File: src/rtl/direct_mapped_cache_pkg.sv
// Shared definitions for the direct-mapped, write-through cache: FSM encoding,
// default geometry and the saturating counter helper.
package direct_mapped_cache_pkg;

  localparam int DEF_WIDTH   = 32;
  localparam int DEF_DEPTH   = 4;
  localparam int DEF_INDEX_W = 2;
  localparam int CNT_W       = 16;

  typedef enum logic [1:0] {
    IDLE      = 2'd0,
    MISS_REQ  = 2'd1,
    MISS_WAIT = 2'd2
  } cache_state_t;

  function automatic logic [CNT_W-1:0] sat_inc(input logic [CNT_W-1:0] value);
    return (value == {CNT_W{1'b1}}) ? value : value + 1'b1;
  endfunction

endpackage

File: src/rtl/cache_line_array.sv
// Line storage for the direct-mapped cache: per-line valid bit, tag and one
// data word, with a combinational lookup/tag compare and one write port.
module cache_line_array #(
  parameter int WIDTH   = 32,
  parameter int DEPTH   = 4,
  parameter int INDEX_W = 2
) (
  input  logic                     clk,
  input  logic                     reset_n,
  input  logic [INDEX_W-1:0]       lookup_index,
  input  logic [DEPTH-INDEX_W-1:0] lookup_tag,
  output logic                     lookup_hit,
  output logic [WIDTH-1:0]         lookup_data,
  input  logic                     wr_en,
  input  logic [INDEX_W-1:0]       wr_index,
  input  logic [DEPTH-INDEX_W-1:0] wr_tag,
  input  logic [WIDTH-1:0]         wr_data
);

  localparam int LINES = 1 << INDEX_W;
  localparam int TAG_W = DEPTH - INDEX_W;

  logic [LINES-1:0] valid_q;
  logic [TAG_W-1:0] tag_mem  [LINES];
  logic [WIDTH-1:0] data_mem [LINES];

  // NOTE: sequential state is always assigned with <= so every register
  // samples the pre-edge values of its neighbours.
  always_ff @(posedge clk or negedge reset_n) begin
    if (!reset_n) begin
      valid_q <= '0;
    end else if (wr_en) begin
      valid_q[wr_index] <= 1'b1;
    end
  end

  // NOTE: tag/data storage has no reset; the valid bits alone decide whether
  // a line's contents mean anything, which keeps these arrays plain RAM.
  always_ff @(posedge clk) begin
    if (wr_en) begin
      tag_mem[wr_index]  <= wr_tag;
      data_mem[wr_index] <= wr_data;
    end
  end

  assign lookup_hit  = valid_q[lookup_index] && (tag_mem[lookup_index] == lookup_tag);
  assign lookup_data = data_mem[lookup_index];

endmodule

File: src/rtl/direct_mapped_cache.sv
// Direct-mapped, write-through, no-write-allocate cache in front of a simple
// RAM. Read hits complete in one cycle; read misses fetch one word from RAM.
module direct_mapped_cache
  import direct_mapped_cache_pkg::*;
#(
  parameter int WIDTH   = DEF_WIDTH,
  parameter int DEPTH   = DEF_DEPTH,
  parameter int INDEX_W = DEF_INDEX_W
) (
  input  logic             clk,
  input  logic             reset_n,
  input  logic             cpu_req,
  input  logic             cpu_we,
  input  logic [DEPTH-1:0] cpu_adress,
  input  logic [WIDTH-1:0] cpu_data_in,
  output logic             cpu_ready,
  output logic [WIDTH-1:0] cpu_data_out,
  output logic             cpu_valid,
  output logic             cpu_hit,
  output logic [DEPTH-1:0] mem_adress,
  output logic [WIDTH-1:0] mem_data_in,
  output logic             mem_write_enable,
  output logic             mem_read_enable,
  input  logic [WIDTH-1:0] mem_data_out,
  input  logic             mem_valid_out,
  output logic [15:0]      hit_count,
  output logic [15:0]      miss_count
);

  localparam int TAG_W = DEPTH - INDEX_W;

  cache_state_t     state;
  logic [DEPTH-1:0] miss_adress;

  logic             lookup_hit;
  logic [WIDTH-1:0] lookup_data;
  logic             wr_en;
  logic [INDEX_W-1:0] wr_index;
  logic [TAG_W-1:0]   wr_tag;
  logic [WIDTH-1:0]   wr_data;

  cache_line_array #(
    .WIDTH   (WIDTH),
    .DEPTH   (DEPTH),
    .INDEX_W (INDEX_W)
  ) u_lines (
    .clk          (clk),
    .reset_n      (reset_n),
    .lookup_index (cpu_adress[INDEX_W-1:0]),
    .lookup_tag   (cpu_adress[DEPTH-1:INDEX_W]),
    .lookup_hit   (lookup_hit),
    .lookup_data  (lookup_data),
    .wr_en        (wr_en),
    .wr_index     (wr_index),
    .wr_tag       (wr_tag),
    .wr_data      (wr_data)
  );

  // Single line write port: a miss fill takes priority, otherwise a write hit
  // updates the line in place (write-through keeps RAM coherent).
  // NOTE: every signal driven here gets a default first, so no path can leave
  // it unassigned and infer a latch.
  always_comb begin
    wr_en    = 1'b0;
    wr_index = cpu_adress[INDEX_W-1:0];
    wr_tag   = cpu_adress[DEPTH-1:INDEX_W];
    wr_data  = cpu_data_in;
    if (state == MISS_WAIT && mem_valid_out) begin
      wr_en    = 1'b1;
      wr_index = miss_adress[INDEX_W-1:0];
      wr_tag   = miss_adress[DEPTH-1:INDEX_W];
      wr_data  = mem_data_out;
    end else if (state == IDLE && cpu_req && cpu_we && lookup_hit) begin
      wr_en = 1'b1;
    end
  end

  assign cpu_ready = (state == IDLE);

  always_ff @(posedge clk or negedge reset_n) begin
    if (!reset_n) begin
      state            <= IDLE;
      miss_adress      <= '0;
      cpu_data_out     <= '0;
      cpu_valid        <= 1'b0;
      cpu_hit          <= 1'b0;
      mem_adress       <= '0;
      mem_data_in      <= '0;
      mem_write_enable <= 1'b0;
      mem_read_enable  <= 1'b0;
      hit_count        <= '0;
      miss_count       <= '0;
    end else begin
      cpu_valid        <= 1'b0;
      cpu_hit          <= 1'b0;
      mem_write_enable <= 1'b0;
      mem_read_enable  <= 1'b0;

      case (state)
        IDLE: begin
          if (cpu_req) begin
            if (cpu_we) begin
              mem_write_enable <= 1'b1;
              mem_adress       <= cpu_adress;
              mem_data_in      <= cpu_data_in;
              cpu_valid        <= 1'b1;
              cpu_hit          <= lookup_hit;
            end else if (lookup_hit) begin
              cpu_valid    <= 1'b1;
              cpu_hit      <= 1'b1;
              cpu_data_out <= lookup_data;
              hit_count    <= sat_inc(hit_count);
            end else begin
              // The read strobe is raised here so it is high for exactly the
              // one cycle spent in MISS_REQ.
              miss_adress     <= cpu_adress;
              mem_adress      <= cpu_adress;
              mem_read_enable <= 1'b1;
              miss_count      <= sat_inc(miss_count);
              state           <= MISS_REQ;
            end
          end
        end

        MISS_REQ: begin
          state <= MISS_WAIT;
        end

        MISS_WAIT: begin
          if (mem_valid_out) begin
            cpu_valid    <= 1'b1;
            cpu_data_out <= mem_data_out;
            state        <= IDLE;
          end
        end

        default: state <= IDLE;
      endcase
    end
  end

endmodule

File: config.mk
export PLATFORM = sky130hd
export DESIGN_NAME = direct_mapped_cache
export DESIGN_NICKNAME = d
export VERILOG_FILES = /design/src/rtl/direct_mapped_cache_pkg.sv /design/src/rtl/cache_line_array.sv /design/src/rtl/direct_mapped_cache.sv
export SDC_FILE = /design/constraint.sdc
export NUM_CORES = 1
export LEC_CHECK = 0
export ABC_AREA = 0
export CORE_MARGIN = 2
export CORE_UTILIZATION = 55
export CTS_CLUSTER_DIAMETER = 50
export DETAILED_ROUTE_END_ITERATION = 12
export PLACE_DENSITY = 0.82
export SLEW_MARGIN = 5
export SYNTH_ARGS = -nofsm -noshare
export SYNTH_HDL_FRONTEND = slang
export SYNTH_SLANG_ARGS = --single-unit
File: constraint.sdc
create_clock -name clk -period 8.9 [get_ports clk]
set_input_delay 1.78 -clock clk [delete_from_list [all_inputs] [get_ports clk]]
set_output_delay 1.78 -clock clk [all_outputs]
set_load 0.01 [all_outputs]
* Yosys cells after proc, flatten, opt, wreduce, memory -nomap -nowiden *
Memories as Yosys holds them, arrays and structs flattened.
Index checks and enable logic that the tools add are counted.

word-level totals
  bits in registers = 114
  latch bits = 0
  RAM bits = 136
  ROM bits = 0
  input port bits = 73
  output and inout bits = 105
  word-level logic and storage cells = 88
  memories kept = 2

cells by class
  add/sub/neg operators = 2
  $mul = 0
  div/mod/pow operators = 0
  $lt $le $gt $ge = 3
  equality and inequality tests = 11
  shift operators = 0
  multiplexer cells = 38
  bitwise gates (word level) = 5
  reduce and logical (&&, ||, !) cells = 15

memories
  name              depth  width  read ports  clocked after Yosys merged registers in  write ports  RTL line                text
  u_lines.data_mem  4      32     1           0                                        1            cache_line_array.sv:25  logic [WIDTH-1:0] data_mem [LINES];
  u_lines.tag_mem   4      2      1           0                                        1            cache_line_array.sv:24  logic [TAG_W-1:0] tag_mem [LINES];

operator list
  operator               count
  $mux 32                5
  $pmux 32 s2            1
  $add 16x1->16 const B  2
  $eq 16x16->1 const B   2
  $mux 1                 20
  $reduce_and 5->1       3
  $mux 2                 6
  $ne 2x2->1 const B     5
  $mux 4                 2
  $reduce_and 4->1       2
  $logic_and 1x1->1      6
  $lt 2x3->1 const B     2
  $pmux 2 s3             1
  $reduce_and 3->1       2
  $not 1->1              4
  $or 4x4->4             1
  $bmux 1 s2             1
  $demux 1 s2            1
  $eq 2x1->1 const B     1
  $eq 2x2->1             1
  $eq 2x2->1 const B     1
  $ge 2x1->1 const B     1
  $logic_not 2->1        1
  $ne 2x1->1 const B     1
  other kinds (2)        2

* Depth between registers and ports, before layout *
Gate-level depths: netlist (run 1).

  depth in word-level cells = 8
  mapped depth = 9
  gate-level depth less buffers = 7

* Cells and area by module *
From an unflattened synthesis (run 1), not the netlist that was laid out.

second synthesis, totals
  cells, all modules = 636
  area, all modules = 10288.6 um2

by module, submodules not included
  module               times used  cells each  area an instance (um2)  seq. area each (um2)
  direct_mapped_cache  1           436         5177.5                  2752.6
  cache_line_array     1           200         5111.2                  4184.0

* Least setup slack after synthesis (run 1) *
OpenSTA, ideal clock, no wires.

  kind = input to register
  start = input port cpu_adress[1]
  end = memory u_lines.data_mem[1][0] (enable)
  library setup time = 425 ps
  data arrival time = 4629 ps
  setup slack = 3846 ps
  stages on the path = 9
  path buffers = 3
  cells stage by stage = buf_6 mux2i_1 xnor2_1 o32ai_4 and2_1 buf_2 buf_4 a32oi_1 nor2_1

on the way
  cells in the longest elaborated chain, start to end = 8

RTL lines
  element                                    RTL line                   text
  start: declaration                         direct_mapped_cache.sv:14  input logic [DEPTH-1:0] cpu_adress,
  $mem_v2 4x2 or $bmux 1 s2 (tied branches)  -
  $eq 2x2->1 or $mux 1 (tied branches)       cache_line_array.sv:46     assign lookup_hit = valid_q[lookup_index] && (tag_mem[lookup_index] == lookup_tag);
  $logic_and 1x1->1                          cache_line_array.sv:46
  $logic_and 1x1->1                          direct_mapped_cache.sv:73  end else if (state == IDLE && cpu_req && cpu_we && lookup_hit) begin
  $mux 1                                     direct_mapped_cache.sv:73
  $mux 1                                     direct_mapped_cache.sv:68  if (state == MISS_WAIT && mem_valid_out) begin
  $mux 1                                     cache_line_array.sv:40     if (wr_en) begin
  $mux 1 (implied by the code)               cache_line_array.sv:42     data_mem[wr_index] <= wr_data;
  end: declaration                           cache_line_array.sv:25

Several ways; a longest one is shown, not always the timed one. The select of a mux whose other input is x is not followed.

* Final worst setup path (run 1) *
  start = input port cpu_adress[1]
  end = memory u_lines.data_mem[1][20] (enable)

Same word-level chain as after synthesis.

==> flow_results.org, run 1 <==
** Routing
- In the routed design, unresolved DRC markers number 0.
- Number of detailed-route iterations in the first pass :: 5
- Antenna violation net count after detailed routing :: 0
- Wire length reported by the detailed router :: about 25000 um
- Vias per std cell :: between 5 and 6
- The detailed router placed roughly 6800 vias in this run.
- Starting DRT DRC Count :: between 500 and 600
- In the final routed layout, each cell accounts on average for roughly 21 um.

** Worst hold path
- HP Start :: u_lines.valid_q[0]
- The path class of the tightest hold or removal check is reg2reg.
- Along the worst hold path, the cell count comes to 1.

** Worst setup path
- Critical R2R Capture :: u_lines.data_mem[1][20]
- Setup crit start :: cpu_adress[1]
- Crit path arrival time :: between 5 and 6 ns
- By startpoint and endpoint, the worst setup path is classified as in2reg.
- STA classifies the critical path endpoint as a register.
- FF-to-FF path depth :: 4
- Critical Path Start Type :: input pin
- Setup slack on the worst reg-to-reg path comes out at 5.32 ns.
- Critical path data required time :: 9.04 ns
- In this run the worst path has a maximum fanout of between 40 and 50.
- The worst register-to-register path begins at state[1].
- End of the critical path :: u_lines.data_mem[1][20]

** Pwr
- In this run, the clock network consumes between 30% and 40% of the power.
- PD cells :: 266 mW/mm^2
- P_leak :: about 0.0052 uW
- Combinational share of power :: between 20% and 30%
- Of the total power, the share spent switching nets is between 20% and 30%.
- Tot Pwr :: 3530 uW
- Part of the total power dissipated in sequential elements :: 44.1%
- The internal power of the cells totals 2550 uW.
- Max VDD drop :: roughly 0.17 mV
- For this design the total switching power over the nets is 983 uW.

** Floorplan
- 178 I/O pins were placed.
- Die span in x :: 142 um
- Height of the die :: 142 um
- Cell Rows :: 50
- Die Area :: between 0.02 and 0.025 mm^2
- Starting density of the core :: between 50 and 60%
- Core box area :: around 0.019 mm^2

** Final layout
- Number of nets in the final layout :: 964
- Antenna Diode Count :: 0
- In the final layout, the share of cells above drive strength 1 is 16.2%.
- Multi-input gate area in the final layout :: around 0.0033 mm^2
- Summing all flip-flop and latch instances after layout gives around 0.0069 mm^2.
- The filler cells instantiated in the layout total 1200.
- The area growth from synthesis to layout is 27.5%.
- The finished cells cover about 0.013 mm^2.

** STA
- Setup violations remaining at the end of the flow were counted as 0.
- Worst hold margin :: 0.481 ns
- Hold Vio Cnt, Final :: 0
- Worst Slack Setup Final :: roughly 3.6 ns
- Maximum clock frequency :: between 150 and 200 MHz
- Share of the clock period used by the worst path after layout :: between 50% and 60%
- Worst rel slew slack :: 17.3%
- RSZ-0062 raised after global routing :: false
- Minimum clock period :: roughly 5.3 ns
- Pins Over Slew Limit :: 0
- At the pin with the least slew margin, the transition time is 1.24 ns.
- For the final routed database, the setup TNS stands at 0 ns.
- Max Clock Skew :: 0.00764 ns

** Clock network
- Counting the buffers created by CTS gives 28.
- The clock passes through at most 3 buffers.
- Clock sink count :: 250
- Reg clk slew, reported paths :: 0.06 ns
- Cts hold-fix bufs :: 0
- The tree is rooted in a clkbuf_16.
- H-tree depth :: 1
- Post-CTS Setup Bufs :: 0
- TritonCTS built the clock tree.
- Latest clock arrival within the worst-skew pair :: 0.52 ns
- Cts repair resizes :: 0

** Placement
- IO Port Bufs :: approximately 180
- Global placement routability congestion :: 0.839
- At the placement stage, the worst setup path has a slack of slightly above 3 ns.
- Post-Place Cell Area :: 0.0124 mm^2
- Detailed placement HPWL :: about 15000 um

** Global routing
- Maximum number of pins on one net before global-route repair :: slightly below 70
- The number of antenna violations at the first check in global routing came to 0.
- Vias in the first global route :: 7028
- Global-route usage over all layers :: 24.8%
- The first global-routing pass estimated approximately 39000 um of wire.
- After global routing the overflow that remains totals 0.

** Synth
- Synthesized net count :: between 700 and 800
- Cell count after synthesis :: between 700 and 800
- Netlist cell types :: 47
- A synthesized cell averages approximately 15 um^2.
- The synthesized design contains 250 register bits.
- The Yosys step of the flow raised 0 warnings.
- Top post-synthesis cells by area :: edfxtp_1 39%, dfrtp_1 27%, mux4_2 7.1%
- Sequential elements use between 60% and 70% of the synthesized area.
- In this run the cell area of the synthesized design comes to between 0.01 and 0.015 mm^2.
- Top-area cell type share of the netlist area :: a little under 40%
- Proportion of register bits with asynchronous set or reset after synthesis :: roughly 46%
- Yosys top cell by area :: edfxtp_1
- The most used flip-flop cell after synthesis is edfxtp_1.
- Number of flops mapped to enable cells by yosys :: 136

** Run status
- The run finished with clean final reports.

** Run
- Max-capacitance violation count :: 0
[registers in the layout (all words and copies together), names as in the netlist]
| signal | count |
|---|---|
| u_lines.tag_mem | 8 |
| u_lines.valid_q | 4 |
| mem_data_in | 32 |
| cpu_hit | 1 |
| cpu_valid | 1 |
| mem_adress | 4 |
| miss_adress | 4 |
| state | 2 |
| mem_read_enable | 1 |
| miss_count | 16 |
| mem_write_enable | 1 |
| u_lines.data_mem | 128 |
| cpu_data_out | 32 |
| hit_count | 16 |
[power by group through the flow]
| stage | registers [uW] | logic [uW] | clock network, uW |
|---|---|---|---|
| after floorplan | 1620 | 322 | 0 |
| after global placement | 1560 | 834 | 0 |
| after detailed placement | 1570 | 856 | 0 |
| after CTS | 1560 | 867 | 1130 |
| after global routing | 1580 | 925 | 1170 |
| final | 1560 | 860 | 1110 |
[layer usage]
layer	vias up	part of all wire, %	track usage [%]
met1	3408	41	33.5
met3	60	6.3	3.95
met2	321	50	41.6
met5	-	0	0
met4	0	2.9	8.68
li1	2983	-	-
[area by class of cell]
class / count / share of cell area [%]
Clock buffer: 36 / 5.67
Clock inverter: 16 / 1.13
Inverter: 5 / 0.141
Multi-Input combinational cell: 422 / 25.0
Sequential cell: 250 / 52.3
Tap cell: 234 / 2.21
Timing Repair Buffer: 182 / 13.5
[critical path: stages]
cell and delay [ns]:
buf_2 0.79, mux2i_1 0.31, xnor2_1 0.13, o32ai_4 0.47, and2_1 0.59, a32oi_1 0.42
nor2_4 0.93
[per-stage QoR]
| stage | instances | utilization [%] |
|---|---|---|
| after floorplan | 714 | - |
| after global placement | 1093 | 66.3 |
| after detailed placement | 1093 | 66.3 |
| after CTS | 1145 | 71.2 |
| after global routing | 1145 | 71.2 |
| final | 1145 | 71.2 |
[cells by family (layout without fill, tap and decap cells)]
family | after synthesis | in the layout | synth area share [%]
DFF | 250 | 250 | 66.7
and+or+nand+nor | 196 | 196 | 8.66
muxes | 113 | 113 | 15.4
AOI/OAI and AO/OA | 80 | 80 | 4.41
buffers and inverters | 42 | 239 | 1.89
xor gates and xnor gates | 31 | 31 | 2.79
adders and majority gates | 2 | 2 | 0.240
[layout by cell type, fill, tap and decap left out, types with 18 or more instances in the layout]
cell,count
mux2i_1,36
mux4_2,33
o21ai_0,64
xor2_1,18
edfxtp_1,136
clkdlybuf4s50_1,174
clkbuf_16,29
nand2_1,121
dfrtp_1,114
mux2_2,44
[how the worst min path moves through the flow]
stage | slack, ns | endpoint
final | 0.48 | u_lines.valid_q[0]
after global routing | 0.49 | u_lines.valid_q[2]
after CTS | 0.48 | u_lines.valid_q[0]
after detailed placement | 0.47 | u_lines.valid_q[3]
after global placement | 0.46 | u_lines.valid_q[0]
after floorplan | 0.43 | u_lines.valid_q[0]
[synthesized netlist by cell type, types with 5 or more instances]
master    instances
xnor2_1          12
dfrtp_1         114
nor3_1           10
o21ai_0          64
nor2_1           16
nor4_2            5
nand3_1          11
nand4_1           8
nor4_1            5
mux2_2           44
xor2_1           18
edfxtp_1        136
mux4_2           33
nand2_1         121
buf_2             7
clkbuf_1         21
inv_1             5
mux2i_1          36
Note: power is estimated with default switching activity, not from simulation.
==> inputs of run 2 (changes only) <==
Settings changed: CORE_UTILIZATION 55 to 53, PLACE_DENSITY 0.82 to 0.8.
Clock period 8.9 ns to 5.5 ns, I/O delays scaled along.
==> flow_results.org, run 2 (synthesis gave the netlist of run 1 again) <==
** Floorplan
- Height of the die :: 144 um (+1.8%)
- Core box area :: 0.0193 mm^2 (+3.7%)
- The standard-cell row count was 51 (+2.0%).
- The count of boundary I/O pins was 178 (unchanged).
- Starting density of the core :: 53.8% (-2.0 points)
- The die width came to 144 um (+1.8%).
- The floorplan die area is 0.0208 mm^2 (+3.7%).

** Routing
- The average detailed-routed wire length per instance came to 20.9 um (-2.6%).
- The overall routed net length was 24700 um (+0.58%).
- The via count came to 6770 (-0.030%).
- The number of DRC markers in iteration 0 was 503 (-7.4%).
- Vias per std cell :: 5.72 (-3.2%)
- The remaining antenna violation count was 0 (unchanged).
- The number of design rule violations left after detail routing came to 0 (unchanged).
- Number of detailed-route iterations in the first pass :: 5 (unchanged)

** Global routing
- The global routing met2 resource utilization was 42.2% (+0.66 points).
- The total routing usage reported by global routing came to 24.5% (-0.36 points).
- Global-route wire length before repair :: 38700 um (-0.18%)
- GR Util met1 :: 32.4% (-1.0 points)
- The total overflow reported by the global router came to 0 (unchanged).
- The number of global-route vias before repair was 7002 (-0.37%).
- Number of antenna violations at the first check in global routing :: 0 (unchanged)
- met2 is the most crowded layer.
- M3 GR Usage :: 3.77% (-0.17 points)
- The pin count of the biggest net entering global routing was 71 (+2.9%).

** Final layout
- Area growth syn-to-layout :: 29.0%
- Leaving out fill and tap cells, the most frequent cell in the layout is clkdlybuf4s50_1.
- Fraction of final layout cells with drive strength greater than 1 :: 17.8% (+1.5 points)
- Largest registers in the final layout :: u_lines.data_mem (128), cpu_data_out (32), mem_data_in (32)
- Antenna Diode Count :: 0 (unchanged)
- Register name with the most flops :: u_lines.data_mem
- Number of nets in the final layout :: 972 (+0.83%)
- The final instance area came to 0.0134 mm^2 (+1.2%).
- Commonest cells after routing, fill and taps aside :: 174 x clkdlybuf4s50_1, 136 x edfxtp_1, 121 x nand2_1, 114 x dfrtp_1, 64 x o21ai_0
- The number of flip-flops in the largest register was 128 (unchanged).

** Placement
- The count of buffers from port buffering was 177 (unchanged).
- Detailed placement HPWL :: 15700 um (+3.2%)
- Global placement routability congestion :: 0.832 (-0.79%)
- The standard cell area after detailed placement was 0.0125 mm^2 (+0.80%).

** STA
- The worst path uses between 60% and 70% of the clock period.
- Setup TNS :: 0 ns (unchanged)
- Worst hold margin :: 0.467 ns (-0.0143 ns)
- The final number of max-transition violations came to 0 (unchanged).
- The post-route clock skew came to 0.00967 ns (+0.00204 ns).
- RSZ-0062 raised after global routing :: false
- Hold Vio Cnt, Final :: 0 (unchanged)
- Derived from the worst setup path, the maximum achievable clock frequency is a little under 300 MHz.
- Minimum clock period :: roughly 3.5 ns
- Slew @ Worst Pin :: 1.19 ns (-0.0523 ns)
- The relative slew slack is 20.8% (+3.5 points).
- Final setup viols :: 0 (unchanged)

** Run status
- The flow ran to the end, and the final reports show no timing, DRC or antenna violations.

** Worst setup path
- The highest net fanout along the worst path is 18 (-56%).
- The worst endpoint required time came to 5.71 ns (-3.33 ns).
- Critical R2R Capture :: u_lines.data_mem[2][27]
- FF-to-FF path depth :: 5 (+1)
- Startpoint of the worst register-to-register path :: state[1]
- The arrival time reported for the critical path endpoint was 3.68 ns (-1.78 ns).
- The setup slack of the worst register-to-register path came to 2.35 ns (-2.97 ns).
- Critical Path Start Type :: input pin
- The worst setup path is captured at a register.
- Critical path class :: in2reg

** Pwr
- Max VDD drop :: 0.267 mV (+59%)
- The leakage power was 0.00528 uW (+1.5%).
- PD cells :: 436 mW/mm^2 (+64%)
- The total power of the final layout is 5860 uW (+66%).

** Clock network
- Latest clock arrival within the worst-skew pair :: 0.53 ns (about the same)
- Reg clk slew, reported paths :: 0.06 ns (about the same)
- The post-cts gate resize count is 0 (unchanged).
- Cts hold-fix bufs :: 0 (unchanged)
- Clock tree from TritonCTS :: done
- The maximum number of buffers from clock root to sink was 3 (unchanged).
- The number of H-tree branching levels came to 1 (unchanged).
- Clock tree root buffer cell :: clkbuf_16
- The clock sink count came to 250 (unchanged).
- The count of buffers added by post-CTS timing repair for setup is 0 (unchanged).
- The total CTS buffers is 27 (-3.6%).

** Worst hold path
- The path with the worst hold slack has its endpoint at u_lines.valid_q[2].
- The number of cells traversed by the worst hold path is 1 (unchanged).
- In this run the most critical hold path is launched from u_lines.valid_q[2].
- The tightest min-delay check is of the reg2reg type.

** Run
- The max capacitance violation total came to 0 (unchanged).
==> run 2: cell count changes in the layout (fill, tap and decap cells not counted), sizes merged <==
cell	change
bufinv	+4
clkinvlp	+1
buf	+9
inv	+2
clkbuf	-6
clkinv	-3
==> run 2: per-stage QoR <==
stage / util [%] / setup slack, ns / instances
floorplan: - / 1.13 / 714
global placement: 64.5 / 1.55 / 1133
detailed placement: 64.5 / 1.50 / 1133
CTS: 69.4 / 1.99 / 1183
global route: 69.4 / 1.77 / 1183
finish: 69.4 / 2.03 / 1183
==> run 2: cell type report <==
| class | instances | area, um^2 |
|---|---|---|
| multi-input cells | 422 | 3320 |
| well taps | 265 | 332 |
| clock inverters | 20 | 274 |
| fillers | 1291 | 5910 |
| flip-flops and latches | 250 | 6940 |
| inverters | 5 | 18.8 |
| clock buffers | 30 | 687 |
| repair buffers | 191 | 1860 |
==> run 2: how the worst max path moves through the flow <==
stage,start,end,slack [ns]
floorplan,cpu_adress[1],u_lines.data_mem[1][0],1.13
global placement,cpu_adress[0],u_lines.data_mem[3][1],1.55
detailed placement,cpu_adress[0],u_lines.data_mem[1][11],1.50
CTS,cpu_adress[0],u_lines.data_mem[1][9],1.99
global route,cpu_adress[0],u_lines.data_mem[1][7],1.77
finish,cpu_adress[3],u_lines.data_mem[2][27],2.03
==> run 2: layer usage <==
| layer | wire, um | share of wire, % | vias to the layer above |
|---|---|---|---|
| met1 | 9960 | 40 | 3451 |
| met4 | 505 | 2.0 | 0 |
| met3 | 1500 | 6.1 | 43 |
| li1 | - | - | 3008 |
| met2 | 12700 | 52 | 268 |
| met5 | 0 | 0 | - |
==> run 2: power by group <==
part	internal (uW)	total [uW]	switching, uW	leakage, uW
logic	733	1390	658	0.00217
registers	2330	2530	201	0.00263
clock network	1190	1940	743	0.000474
total	4250	5860	1600	0.00528
==> run 2: critical path, stage by stage <==
cell	delay, ns
clkdlybuf4s50_1	0.62
xnor2_1	0.16
o32ai_4	0.42
and2_1	0.26
a31oi_1	0.21
nor2_4	0.52
buf_4	0.38
==> inputs of run 3 (changes only) <==
Settings changed: CORE_UTILIZATION 53 to 48, PLACE_DENSITY 0.8 to 0.76.
Clock period 5.5 ns to 3.09 ns, I/O delays scaled along.
==> flow_results.org, run 3 (synthesis gave the netlist of run 1 again) <==
** Run status
- Status :: finished, final reports clean

** Placement
- Number of cells after detailed placement :: 1156 (+2.0%)
- The global placement routability congestion is 0.762 (-8.4%).
- Detailed placement HPWL :: 15700 um (about the same)
- Post-Place Cell Area :: 0.0126 mm^2 (+1.3%)
- The count of buffers from port buffering came to 177 (unchanged).

** Run
- Max-capacitance violation count :: 0 (unchanged)

** Global routing
- The number of antenna violations at the first check in global routing is 1 (+1).
- Vias in the first global route :: 7041 (+0.56%)
- Maximum number of pins on one net before global-route repair :: 71 (unchanged)
- The total routing usage reported by global routing is 21.7% (-2.8 points).
- The total overflow reported by the global router is 0 (unchanged).
- Global-route wire length before repair :: 38200 um (-1.2%)

** Routing
- The remaining antenna violation count is 0 (unchanged).
- Via count of the routed design :: 6673 (-1.4%)
- Wirelength per Cell :: 20.0 um (-4.3%)
- The detailed router used layers up to and including met4.
- The first-pass iteration count of the detailed router was 5 (unchanged).
- Detailed-routed wire length on met2 :: 11800 um (-7.6%)
- Starting DRT DRC Count :: 331 (-34%)
- Detailed-route wire length on metal 1 :: 10400 um (+4.3%)
- The number of design rule violations left after detail routing is 0 (unchanged).
- The number of vias per cell was 5.52 (-3.6%).
- The routed length on met3 was 1440 um (-4.4%).
- The overall routed net length came to 24100 um (-2.2%).

** STA
- Worst hold margin :: 0.0956 ns (-0.371 ns)
- Max Clock Skew :: 0.0175 ns (+0.00788 ns)
- Share of the clock period used by the worst path after layout :: roughly 90%
- Worst rel slew slack :: 26.2% (+5.5 points)
- Pins Over Slew Limit :: 0 (unchanged)
- Maximum clock frequency :: 361 MHz
- RSZ-0062 raised after global routing :: false
- Minimum clock period :: 2.77 ns
- Slew @ Worst Pin :: 1.10 ns (-0.0848 ns)
- Hold Vio Cnt, Final :: 0 (unchanged)
- The total setup violations reported at the end of the flow came to 0 (unchanged).
- The final total negative setup slack came to 0 ns (unchanged).

** Clock network
- Post-CTS Setup Bufs :: 0 (unchanged)
- Number of buffers created by CTS :: 28 (+3.7%)
- Reg clk slew, reported paths :: 0.06 ns (about the same)
- Cts repair resizes :: 0 (unchanged)
- Latest clock arrival within the worst-skew pair :: 0.54 ns (about the same)
- TritonCTS built the clock tree.
- The number of H-tree branching levels is 1 (unchanged).
- Cts hold-fix bufs :: 0 (unchanged)
- CTS max path bufs :: 3 (unchanged)
- The clock sink count was 250 (unchanged).
- The tree is rooted in a clkbuf_16.

** Worst setup path
- In this run the critical register-to-register path is launched from u_lines.tag_mem[3][0].
- The critical path ends at u_lines.data_mem[0][11].
- The most critical setup path has its startpoint at cpu_adress[3].
- The highest net fanout along the worst path came to 34 (+16).
- Critical Path Start Type :: input pin
- Kind of end point of the critical path :: register
- The setup slack of the worst register-to-register path was 0.36 ns (-1.99 ns).
- In this run the critical register-to-register path is captured at u_lines.data_mem[0][11].
- The arrival time reported for the critical path endpoint was 2.92 ns (-0.76 ns).
- Critical path class :: in2reg
- Critical path data required time :: 3.23 ns (-2.48 ns)
- FF-to-FF path depth :: 5 (unchanged)

** Pwr
- P_leak :: 0.00532 uW (+0.80%)
- PD cells :: 760 mW/mm^2 (+74%)
- Max VDD drop :: 0.416 mV (+56%)

** Final layout
- The number of flip-flops in the largest register is 128 (unchanged).
- The post-layout utilization of the core is 64.2% (-5.3 points).
- Area growth syn-to-layout :: 30.4%
- Post-route non-filler standard cell count :: 1209 (+2.2%)
- Fraction of final layout cells with drive strength greater than 1 :: 19.1% (+1.3 points)
- The final instance area came to 0.0136 mm^2 (+1.1%).
- The largest registers in the layout are u_lines.data_mem (128), cpu_data_out (32), mem_data_in (32).
- The library cells used most frequently in the layout, excluding fill and tap cells, are 174 x clkdlybuf4s50_1, 136 x edfxtp_1, 120 x nand2_1, 114 x dfrtp_1, 64 x o21ai_0.
- Counting flops per register, the top entry is u_lines.data_mem.
- Most frequent standard cell in the layout excluding fill and tap cells :: clkdlybuf4s50_1
- Number of nets in the final layout :: 986 (+1.4%)

** Floorplan
- The floorplan die area came to 0.0229 mm^2 (+10%).
- Height of the die :: 151 um (+4.9%)
- The area of the core is 0.0212 mm^2 (+9.4%).
- Starting density of the core :: 49.2% (-4.6 points)
- Count of boundary I/O pins :: 178 (unchanged)
- Die span in x :: 151 um (+4.9%)
- Cell Rows :: 53 (+3.9%)

** Worst hold path
- Worst hold path type :: in2async
==> run 3: cell types whose count changed in the layout (fill, tap and decap cells not counted), sizes merged <==
cell,change
clkinvlp,+6
diode,+1
bufinv,-3
inv,-1
buf,+13
==> run 3: worst min-delay path by stage <==
stage | from | cells after the start | to
finish | reset_n | 1 | cpu_data_out[7]
CTS | reset_n | 1 | cpu_data_out[7]
global route | reset_n | 1 | cpu_data_out[7]
global placement | u_lines.valid_q[2] | 1 | u_lines.valid_q[2]
floorplan | reset_n | 0 | cpu_data_out[0]
detailed placement | u_lines.valid_q[0] | 1 | u_lines.valid_q[0]
==> run 3: through the flow <==
step	power (uW)	worst slack (ns)
floorplan	5610	-0.266
global placement	6990	-0.196
CTS	10400	0.312
global route	10800	0.145
finish	10300	0.318
detailed placement	7050	-0.233
==> run 3: layer usage <==
layer	track usage, %	up-vias
met1	29.3	3373
met5	0	-
met4	7.15	0
met2	35.5	229
li1	-	3029
met3	4.13	42
==> run 3: cell type report <==
cell class / instances / area, um^2
clock inverters: 22 / 228
repair buffers: 204 / 2000
diodes: 1 / 2.50
fillers: 1524 / 7580
flip-flops and latches: 250 / 6940
multi-input cells: 422 / 3330
inverters: 5 / 18.8
well taps: 275 / 344
clock buffers: 30 / 718
==> run 3: power by group <==
| part | internal [uW] | switching, uW | total, uW |
|---|---|---|---|
| combinational | 1330 | 1180 | 2510 |
| sequential | 4140 | 336 | 4480 |
| clock | 1960 | 1360 | 3320 |
| total | 7430 | 2880 | 10300 |
==> run 3: critical path: stages <==
cell and delay [ns]:
clkdlybuf4s50_1 0.61, xnor2_1 0.15, o32ai_4 0.27, and2_1 0.18, a31oi_1 0.19, nor2_4 0.88
